$ cat src/rtl/esn_readout_streamer.sv
// esn_readout_streamer: snapshots est and W_out, then streams them as a checksummed frame
module esn_readout_streamer #(
  parameter int          N_OUT   = 8,
  parameter int          WIDTH   = 32,
  parameter logic [15:0] HDR_TAG = 16'hE5A0
) (
  input  logic                   clk,
  input  logic                   rst,
  input  logic                   snap,
  input  logic [WIDTH-1:0]       est,
  input  logic [N_OUT*WIDTH-1:0] W_out,
  output logic [WIDTH-1:0]       m_data,
  output logic                   m_valid,
  input  logic                   m_ready,
  output logic                   m_last,
  output logic                   busy,
  output logic [15:0]            frame_cnt,
  output logic [15:0]            drop_cnt
);
  localparam int IW = N_OUT > 1 ? $clog2(N_OUT) : 1;
  typedef enum logic [2:0] {IDLE, HDR, EST, WGT, CSUM} state_t;
  state_t           state_q, state_d;
  logic [IW-1:0]    idx_q, idx_d;
  logic [WIDTH-1:0] est_q, est_d;
  logic [WIDTH-1:0] w_q [N_OUT];
  logic [WIDTH-1:0] w_d [N_OUT];
  logic [WIDTH-1:0] csum_q, csum_d;
  logic [WIDTH-1:0] m_data_q, m_data_d;
  logic             m_valid_q, m_valid_d;
  logic             m_last_q, m_last_d;
  logic             busy_q, busy_d;
  logic [15:0]      frame_cnt_q, frame_cnt_d;
  logic [15:0]      drop_cnt_q, drop_cnt_d;
  logic             hs, done, accept;
  // next-state: a snap accepted on the final handshake starts the next frame with no gap
  always_comb begin
    hs          = m_valid_q & m_ready;
    done        = hs && state_q == CSUM;
    accept      = snap && (state_q == IDLE || done);
    state_d     = state_q;
    idx_d       = idx_q;
    est_d       = est_q;
    w_d         = w_q;
    csum_d      = csum_q;
    m_data_d    = m_data_q;
    m_valid_d   = m_valid_q;
    m_last_d    = m_last_q;
    busy_d      = busy_q;
    frame_cnt_d = frame_cnt_q + 16'(done);
    drop_cnt_d  = (snap && !accept && drop_cnt_q != 16'hFFFF) ? drop_cnt_q + 16'd1 : drop_cnt_q;
    if (accept) begin
      est_d = est;
      for (int i = 0; i < N_OUT; i++) w_d[i] = W_out[i*WIDTH +: WIDTH];
      state_d   = HDR;
      csum_d    = '0;
      m_data_d  = WIDTH'({HDR_TAG, frame_cnt_d});
      m_valid_d = 1'b1;
      m_last_d  = 1'b0;
      busy_d    = 1'b1;
    end else if (hs) begin
      csum_d = csum_q ^ m_data_q;
      case (state_q)
        HDR: begin
          state_d  = EST;
          m_data_d = est_q;
        end
        EST: begin
          state_d  = WGT;
          idx_d    = '0;
          m_data_d = w_q[0];
        end
        WGT: begin
          state_d  = idx_q == IW'(N_OUT - 1) ? CSUM : WGT;
          idx_d    = idx_q + 1'b1;
          m_data_d = idx_q == IW'(N_OUT - 1) ? csum_d : w_q[idx_d];
          m_last_d = idx_q == IW'(N_OUT - 1);
        end
        CSUM: begin
          state_d   = IDLE;
          m_data_d  = '0;
          m_valid_d = 1'b0;
          m_last_d  = 1'b0;
          busy_d    = 1'b0;
        end
        default: state_d = IDLE;
      endcase
    end
  end
  // control, stream and counter registers; reset aborts any frame in flight
  always_ff @(posedge clk) begin
    if (rst) begin
      state_q     <= IDLE;
      idx_q       <= '0;
      csum_q      <= '0;
      m_data_q    <= '0;
      m_valid_q   <= 1'b0;
      m_last_q    <= 1'b0;
      busy_q      <= 1'b0;
      frame_cnt_q <= '0;
      drop_cnt_q  <= '0;
    end else begin
      state_q     <= state_d;
      idx_q       <= idx_d;
      csum_q      <= csum_d;
      m_data_q    <= m_data_d;
      m_valid_q   <= m_valid_d;
      m_last_q    <= m_last_d;
      busy_q      <= busy_d;
      frame_cnt_q <= frame_cnt_d;
      drop_cnt_q  <= drop_cnt_d;
    end
  end
  // snapshot holding registers; contents only matter once a frame is captured
  always_ff @(posedge clk) begin
    est_q <= est_d;
    w_q   <= w_d;
  end
  assign m_data    = m_data_q;
  assign m_valid   = m_valid_q;
  assign m_last    = m_last_q;
  assign busy      = busy_q;
  assign frame_cnt = frame_cnt_q;
  assign drop_cnt  = drop_cnt_q;
endmodule
$ cat config.mk
export PLATFORM = sky130hd
export DESIGN_NAME = esn_readout_streamer
export DESIGN_NICKNAME = d
export VERILOG_FILES = /design/src/rtl/esn_readout_streamer.sv
export SDC_FILE = /design/constraint.sdc
export NUM_CORES = 1
export LEC_CHECK = 0
export ABC_CLOCK_PERIOD_IN_PS = 19320
export CELL_PAD_IN_SITES_DETAIL_PLACEMENT = 1
export CELL_PAD_IN_SITES_GLOBAL_PLACEMENT = 1
export CORE_MARGIN = 2
export CORE_UTILIZATION = 44
export DETAILED_ROUTE_END_ITERATION = 7
export GPL_TIMING_DRIVEN = 0
export HOLD_SLACK_MARGIN = 0.12
export PLACE_DENSITY = 0.83
export SLEW_MARGIN = 20
export SYNTH_ARGS = -nofsm -noshare
export SYNTH_HDL_FRONTEND = slang
export SYNTH_SLANG_ARGS = --single-unit
export TNS_END_PERCENT = 30
$ cat constraint.sdc
create_clock -name clk -period 19.32 [get_ports clk]
set_clock_uncertainty 0.15 [all_clocks]
set_input_delay 3.864 -clock clk [delete_from_list [all_inputs] [get_ports clk]]
set_output_delay 3.864 -clock clk [all_outputs]
set_load 0.1 [all_outputs]
==> impl_metrics.xml, run 1 <==
<?xml version="1.0" encoding="UTF-8"?>
<metrics>
  <group name="placement">
    <metric name="routabilityCongestion" unit="">0.864</metric>
    <metric name="place_inst" unit="">2009</metric>
    <metric name="dp.final_hpwl" unit="um">41500</metric>
    <metric name="port_buffers" unit="">357</metric>
  </group>
  <group name="worst_setup_path">
    <metric name="timing.critical_path.to_type" unit="">output port</metric>
    <metric name="critPathKind" unit="">reg2out</metric>
    <metric name="regToRegSetupSlack" unit="ns">16.33</metric>
    <metric name="critical_path_required" unit="ns">15.31</metric>
    <metric name="start_kind" unit="">flop</metric>
    <metric name="worstPathMaxFanout" unit="">8</metric>
    <metric name="critical_path_arrival" unit="ns">2.36</metric>
  </group>
  <group name="sta">
    <metric name="setup-violations-final" unit="">0</metric>
    <metric name="fmax" unit="MHz">157</metric>
    <metric name="period_utilization_post_route" unit="%">33.0</metric>
    <metric name="actual_transition_at_the_worst_max_transition_pin" unit="ns">1.09</metric>
    <metric name="fin_tns_setup" unit="ns">0</metric>
    <metric name="finalCriticalPeriod" unit="ns">6.38</metric>
    <metric name="hold_violations" unit="">0</metric>
    <metric name="whs" unit="ns">0.320</metric>
    <metric name="grt_setup_unrepaired" unit="">false</metric>
    <metric name="relSlewSlack" unit="%">27.0</metric>
    <metric name="report.final.slew_viol_count" unit="">0</metric>
  </group>
  <group name="clocking">
    <metric name="clock_latency" unit="ns">0.56</metric>
    <metric name="ctsHoldBuffers" unit="">0</metric>
    <metric name="worst_setup_hold_path_clk_slew" unit="ns">0.06</metric>
    <metric name="cts_tree" unit="">yes</metric>
    <metric name="post_cts_buffers" unit="">0</metric>
    <metric name="cts_root_buf" unit="">clkbuf_16</metric>
    <metric name="cts.sinks" unit="">392</metric>
    <metric name="cts-buffers-inserted" unit="">43</metric>
    <metric name="cts_buffer_depth" unit="">3</metric>
    <metric name="cts_repair_resize_count" unit="">0</metric>
    <metric name="cts.htree.levels" unit="">2</metric>
  </group>
  <group name="floorplanning">
    <metric name="core_area" unit="um^2">36600</metric>
    <metric name="row_count" unit="">70</metric>
    <metric name="floorplan.die_area" unit="um^2">38800</metric>
    <metric name="initial_utilization" unit="%">44.7</metric>
    <metric name="die-width" unit="um">197</metric>
    <metric name="chipHeight" unit="um">197</metric>
    <metric name="ios" unit="">359</metric>
  </group>
  <group name="routing">
    <metric name="detail_route.drc_violations" unit="">0</metric>
    <metric name="met1_length" unit="um">21500</metric>
    <metric name="vias" unit="">11900</metric>
    <metric name="route.antenna.remaining_nets" unit="">0</metric>
    <metric name="wl_met2" unit="um">28800</metric>
    <metric name="detailroute.wirelength.met3" unit="um">4190</metric>
    <metric name="via_per_inst" unit="">5.68</metric>
    <metric name="detailedRoute.firstPassIterationCount" unit="">5</metric>
    <metric name="routed.top_layer" unit="">met5</metric>
    <metric name="initialDrtViolationCount" unit="">899</metric>
    <metric name="wl_per_cell" unit="um">27.0</metric>
    <metric name="routed_wl" unit="um">56600</metric>
  </group>
  <group name="logic_synthesis">
    <metric name="ys_async_sr_fraction" unit="%">0</metric>
    <metric name="syn-instance-count" unit="">1181</metric>
    <metric name="postSynth.topFlopCell" unit="">edfxtp_1</metric>
    <metric name="postSynthRegisterBits" unit="">392</metric>
    <metric name="ys.warnings.count" unit="">0</metric>
    <metric name="number_of_enable_type_register_cells_in_the_synthesized_netlist" unit="">288</metric>
    <metric name="synth-seq-area-share" unit="%">65.5</metric>
    <metric name="synthesis.nets" unit="">1479</metric>
    <metric name="synth.lib_cells_used.distinct" unit="">66</metric>
    <metric name="syn-cell-area" unit="um^2">16400</metric>
    <metric name="synth.avg_cell_area" unit="um^2">13.9</metric>
  </group>
  <group name="global_routing">
    <metric name="grt_util_all_layers" unit="%">29.1</metric>
    <metric name="grt_overflow" unit="">0</metric>
    <metric name="grt_pass1_vias" unit="">13000</metric>
    <metric name="number_of_antenna_violations_at_the_first_check_in_global_routing" unit="">15</metric>
    <metric name="grt_max_degree" unit="">93</metric>
    <metric name="grt_pass1_wl" unit="um">82200</metric>
  </group>
  <group name="power">
    <metric name="leakage" unit="nW">7.23</metric>
    <metric name="net_switching_fraction_of_the_power" unit="%">23.1</metric>
    <metric name="power.clock.fraction" unit="%">39.9</metric>
    <metric name="pwr-share-comb" unit="%">9.0</metric>
    <metric name="worst_ir_drop_vdd" unit="mV">0.0727</metric>
    <metric name="net-switching-power" unit="mW">0.444</metric>
    <metric name="power.density_cell_area" unit="nW/um^2">87.6</metric>
    <metric name="seq_power_share" unit="%">51.0</metric>
    <metric name="cellInternalPower" unit="mW">1.48</metric>
  </group>
  <group name="finish">
    <metric name="total_number_of_nets_in_the_final_design" unit="">1884</metric>
    <metric name="filler_cell_count" unit="">3584</metric>
    <metric name="post_route_cells_drive_above_1_share" unit="%">10.8</metric>
    <metric name="layout-area-overhead-vs-synth" unit="%">34.0</metric>
    <metric name="final-instance-count-excl-fill" unit="">2096</metric>
  </group>
  <group name="status">
    <metric name="outcome" unit="">finished, final reports clean</metric>
  </group>
  <group name="run">
    <metric name="maxCapViolCount" unit="">0</metric>
  </group>
  <group name="hold_path">
    <metric name="min_path_type" unit="">reg2reg</metric>
  </group>
</metrics>
## Yosys cell counts, drive strengths merged (25+ instances only)
| cell type | count | share of area (%) |
|---|---|---|
| nand2 | 98 | 2.3 |
| mux4 | 44 | 6.1 |
| edfxtp | 288 | 53 |
| o22ai | 27 | 1.0 |
| mux2i | 41 | 2.5 |
| nor2 | 87 | 2.0 |
| nand3 | 25 | 0.76 |
| xor2 | 38 | 2.0 |
| buf | 37 | 1.5 |
| dfxtp | 104 | 13 |
| xnor2 | 45 | 2.4 |
| nor3 | 28 | 0.92 |
| o21ai | 39 | 1.3 |
| clkbuf | 35 | 0.82 |
| a21oi | 83 | 2.5 |
## per-stage QoR
stage	setup slack, ns	instance area [um^2]	util (%)	power, mW
after floorplan	10.57	16400	-	1.07
after global placement	8.06	20500	56.1	1.16
after detailed placement	12.50	20600	56.3	1.17
after CTS	12.93	21900	59.8	1.93
after global routing	12.90	21900	59.9	1.97
final	12.94	21900	59.9	1.92
## cell families (layout without fill, tap and decap cells)
logic type      count (synthesis)  after routing  share of synthesized area [%]
simple gates                  303            303                           9.25
mux                            88             88                           8.79
buf+inv                        79            514                           2.44
compound gates                230            230                           9.09
fa+ha+maj                       6              6                          0.459
other cells                     0             12                              0
xor+xnor                       83             83                           4.44
flops                         392            392                           65.5
## final cells by class
type | count | area (um^2) | area share, %
Antenna cell | 12 | 30.0 | 0.137
Sequential cell | 392 | 10700 | 48.9
Inverter | 7 | 33.8 | 0.154
Clock inverter | 15 | 63.8 | 0.291
Timing Repair Buffer | 360 | 3660 | 16.7
Clock buffer | 60 | 1220 | 5.57
Multi-Input combinational cell | 710 | 5240 | 23.9
Tap cell | 468 | 586 | 2.67
Buffer | 72 | 373 | 1.70
## critical path, stage by stage (launching register included)
cell             delay [ns]
dfxtp_1                0.50
buf_4                  0.17
clkdlybuf4s50_1        1.12
## registers in the layout, indices dropped and copies added (netlist names), 3 cells and up
signal / cells
frame_cnt: 16
idx_q: 3
est_q: 32
m_data: 32
state_q: 3
w_q: 256
drop_cnt: 16
csum_q: 32
## routing by layer
metal	global-route usage, %	vias to the layer above
met1	35.0	5932
li1	-	5306
met2	50.3	545
met3	7.05	122
met4	12.1	8
met5	0	-
## power groups by stage
stage                     registers [mW]  clock network [mW]  logic (mW)
after global routing               0.983               0.806       0.182
after floorplan                     1.01                   0      0.0570
final                              0.981               0.767       0.174
after global placement              1.00                   0       0.162
after CTS                          0.980               0.777       0.173
after detailed placement           0.996                   0       0.171
## final timing paths
path	start	end	depth (start not counted)
setup / recovery	busy$_SDFFE_PP0P_	m_valid	2
hold reg to reg	idx_q[1]$_SDFFE_PP0P_	idx_q[1]$_SDFFE_PP0P_	2
hold / removal	idx_q[1]$_SDFFE_PP0P_	idx_q[1]$_SDFFE_PP0P_	2
setup reg to reg	idx_q[0]$_SDFFE_PP0P_	m_data[20]$_SDFFE_PP0P_	8
## cell usage in the layout (no fill, tap or decap), types with 5 or more instances in the layout
| master | n |
|---|---|
| buf_6 | 5 |
| clkinv_1 | 10 |
| buf_2 | 17 |
| nor4_2 | 9 |
| o211ai_1 | 8 |
| mux4_2 | 44 |
| xnor2_1 | 45 |
| nor4_1 | 10 |
| nand4_1 | 9 |
| xor2_1 | 38 |
| nor3_1 | 27 |
| o21ai_0 | 32 |
| a21o_1 | 7 |
| buf_4 | 11 |
| diode_2 | 12 |
| or3_1 | 7 |
| and3_1 | 8 |
| a31oi_1 | 9 |
| a211oi_1 | 5 |
| nand2_1 | 96 |
| a22oi_1 | 19 |
| ha_1 | 6 |
| clkbuf_16 | 45 |
| clkinv_2 | 6 |
| clkbuf_1 | 44 |
| nor2_1 | 86 |
| inv_1 | 5 |
| edfxtp_1 | 288 |
| mux2i_1 | 41 |
| a32oi_1 | 6 |
| clkdlybuf4s50_1 | 357 |
| a221oi_2 | 5 |
| dfxtp_1 | 104 |
| a21oi_1 | 83 |
| o22ai_1 | 27 |
| nor2b_1 | 5 |
| o211ai_2 | 5 |
| nand3_1 | 25 |
(Power assumes the default switching activity.)
==> run 2: changes to the inputs <==
ABC_CLOCK_PERIOD_IN_PS = 5590   (was 19320)
CORE_UTILIZATION = 37   (was 44)
PLACE_DENSITY = 0.74   (was 0.83)
clock period = 5.59 ns   (was 19.32 ns; I/O delays follow)
==> run 2 against run 1 <==
- hold slack improved by 0.013 ns
- largest power group unchanged
- clock-buffer cell count rose by 1
- critical endpoint unchanged
- register-to-register slack got worse by 14 ns
==> impl_metrics.xml, run 2 (synthesis results as in run 1) <==
<?xml version="1.0" encoding="UTF-8"?>
<metrics>
  <group name="routing">
    <metric name="wl_per_cell" unit="um">24.9</metric>
    <metric name="route.antenna.remaining_nets" unit="">0</metric>
    <metric name="initialDrtViolationCount" unit="">939</metric>
    <metric name="detail_route.drc_violations" unit="">0</metric>
    <metric name="vias" unit="">11700</metric>
    <metric name="detailedRoute.firstPassIterationCount" unit="">5</metric>
    <metric name="routed_wl" unit="um">55200</metric>
    <metric name="via_per_inst" unit="">5.30</metric>
  </group>
  <group name="power">
    <metric name="net-switching-power" unit="mW">1.56</metric>
    <metric name="power.clock.fraction" unit="%">41.0</metric>
    <metric name="pwr-share-comb" unit="%">8.7</metric>
    <metric name="worst_ir_drop_vdd" unit="mV">0.205</metric>
    <metric name="cellInternalPower" unit="mW">5.16</metric>
    <metric name="leakage" unit="nW">7.23</metric>
    <metric name="post-layout-total-power" unit="mW">6.72</metric>
    <metric name="seq_power_share" unit="%">50.3</metric>
    <metric name="power.density_cell_area" unit="nW/um^2">304</metric>
    <metric name="net_switching_fraction_of_the_power" unit="%">23.2</metric>
  </group>
  <group name="clocking">
    <metric name="cts_tree" unit="">yes</metric>
    <metric name="cts_repair_resize_count" unit="">0</metric>
    <metric name="cts_buffer_depth" unit="">3</metric>
    <metric name="cts_root_buf" unit="">clkbuf_16</metric>
    <metric name="cts-buffers-inserted" unit="">43</metric>
    <metric name="worst_setup_hold_path_clk_slew" unit="ns">0.06</metric>
    <metric name="cts.sinks" unit="">392</metric>
    <metric name="clock_latency" unit="ns">0.58</metric>
    <metric name="cts.htree.levels" unit="">2</metric>
    <metric name="post_cts_buffers" unit="">0</metric>
    <metric name="ctsHoldBuffers" unit="">0</metric>
  </group>
  <group name="finish">
    <metric name="final_common_cell" unit="">clkdlybuf4s50_1</metric>
    <metric name="post_route_cells_drive_above_1_share" unit="%">10.8</metric>
    <metric name="largest_reg_flops" unit="">256</metric>
    <metric name="postLayoutCoreUtil" unit="%">50.2</metric>
    <metric name="layout-area-overhead-vs-synth" unit="%">34.8</metric>
    <metric name="layout.cells.most_common_list" unit="">357 x clkdlybuf4s50_1, 288 x edfxtp_1, 104 x dfxtp_1</metric>
    <metric name="largest_register" unit="">w_q</metric>
    <metric name="total_number_of_nets_in_the_final_design" unit="">1882</metric>
    <metric name="final-instance-count-excl-fill" unit="">2215</metric>
  </group>
  <group name="floorplanning">
    <metric name="core_area" unit="um^2">43900</metric>
    <metric name="initial_utilization" unit="%">37.3</metric>
    <metric name="floorplan.die_area" unit="um^2">45900</metric>
    <metric name="die-width" unit="um">214</metric>
    <metric name="chipHeight" unit="um">214</metric>
    <metric name="row_count" unit="">77</metric>
    <metric name="ios" unit="">359</metric>
  </group>
  <group name="global_routing">
    <metric name="number_of_antenna_violations_at_the_first_check_in_global_routing" unit="">8</metric>
    <metric name="grt_pass1_wl" unit="um">81400</metric>
    <metric name="grt_util_all_layers" unit="%">23.9</metric>
    <metric name="grt_max_degree" unit="">154</metric>
    <metric name="grt_pass1_vias" unit="">12500</metric>
    <metric name="grt_overflow" unit="">0</metric>
  </group>
  <group name="worst_setup_path">
    <metric name="timing.critical_path.to_type" unit="">output port</metric>
    <metric name="critical_path_arrival" unit="ns">2.34</metric>
    <metric name="worstPathMaxFanout" unit="">8</metric>
    <metric name="cp_cell_sequence" unit="">buf_4 &gt; clkdlybuf4s50_1</metric>
    <metric name="slowest_stage" unit="">clkdlybuf4s50_1</metric>
    <metric name="timing.critical_path.slowest_cell_delay" unit="ns">1.12</metric>
    <metric name="critPathKind" unit="">reg2out</metric>
    <metric name="critical_path_required" unit="ns">4.32</metric>
    <metric name="start_kind" unit="">flop</metric>
  </group>
  <group name="sta">
    <metric name="hold_violations" unit="">0</metric>
    <metric name="period_utilization_post_route" unit="%">64.5</metric>
    <metric name="relSlewSlack" unit="%">27.3</metric>
    <metric name="grt_setup_unrepaired" unit="">false</metric>
    <metric name="actual_transition_at_the_worst_max_transition_pin" unit="ns">1.09</metric>
    <metric name="fmax" unit="MHz">277</metric>
    <metric name="setup-violations-final" unit="">0</metric>
    <metric name="post-route-worst-setup-slack" unit="ns">1.98</metric>
    <metric name="finalCriticalPeriod" unit="ns">3.61</metric>
    <metric name="report.final.slew_viol_count" unit="">0</metric>
    <metric name="fin_tns_setup" unit="ns">0</metric>
  </group>
  <group name="hold_path">
    <metric name="min_path_type" unit="">reg2reg</metric>
  </group>
  <group name="placement">
    <metric name="pre_cts_slack" unit="ns">1.48</metric>
    <metric name="dp.final_hpwl" unit="um">41100</metric>
    <metric name="routabilityCongestion" unit="">0.850</metric>
    <metric name="port_buffers" unit="">357</metric>
    <metric name="place_inst" unit="">2131</metric>
  </group>
  <group name="run">
    <metric name="maxCapViolCount" unit="">0</metric>
  </group>
  <group name="status">
    <metric name="outcome" unit="">finished, final reports clean</metric>
  </group>
</metrics>
==> run 2: cell types whose count changed in the layout (fill, tap and decap cells not counted), sizes merged <==
cell	delta
diode	-4
clkinv	-3
bufinv	+2
buf	-2
clkbuf	+1
inv	+1
==> run 2: final cells by class <==
type / count / area, um^2
plain buffers: 72 / 373
flip-flops and latches: 392 / 10700
multi-input cells: 710 / 5240
fillers: 4500 / 21900
diodes: 8 / 20.0
inverters: 7 / 42.5
clock inverters: 15 / 135
repair buffers: 358 / 3600
clock buffers: 61 / 1190
well taps: 592 / 741
==> run 2: critical path: cells and delay by family, from the launching register on <==
family   cells  cell delay, ns
flops        1            0.49
buf+inv      2            1.28
==> run 2: path summary, 6_finish.rpt <==
check | from | to | slack (ns) | cells past startpoint
max | busy$_SDFFE_PP0P_ | m_valid | 1.98 | 2
min | idx_q[1]$_SDFFE_PP0P_ | idx_q[1]$_SDFFE_PP0P_ | 0.33 | 2
max reg2reg | idx_q[1]$_SDFFE_PP0P_ | m_data[20]$_SDFFE_PP0P_ | 2.49 | 8
min reg2reg | idx_q[1]$_SDFFE_PP0P_ | idx_q[1]$_SDFFE_PP0P_ | 0.33 | 2
==> run 2: per-stage QoR <==
| step | instance area, um^2 | hold WS (ns) |
|---|---|---|
| 2_1_floorplan | 16400 | 0.286 |
| 3_3_place_gp | 20700 | 0.297 |
| 3_5_place_dp | 20700 | 0.311 |
| 4_1_cts | 22100 | 0.329 |
| 5_1_grt | 22100 | 0.357 |
| 6_report | 22100 | 0.333 |
==> run 2: power by group through the flow <==
stage	Combinational, mW	Sequential, mW	Clock [mW]
finish	0.585	3.38	2.75
global route	0.621	3.39	2.89
CTS	0.588	3.38	2.80
detailed placement	0.584	3.44	0
global placement	0.563	3.44	0
floorplan	0.197	3.48	0
==> run 2: layer usage <==
layer / global-route usage (%) / up-vias / routed length (um) / share of wire, %
li1: - / 5311 / - / -
met1: 31.0 / 5912 / 23400 / 42
met2: 39.4 / 397 / 26600 / 48
met3: 4.70 / 109 / 3200 / 5.8
met4: 9.91 / 2 / 2040 / 3.7
met5: 0 / - / 13 / 0.024
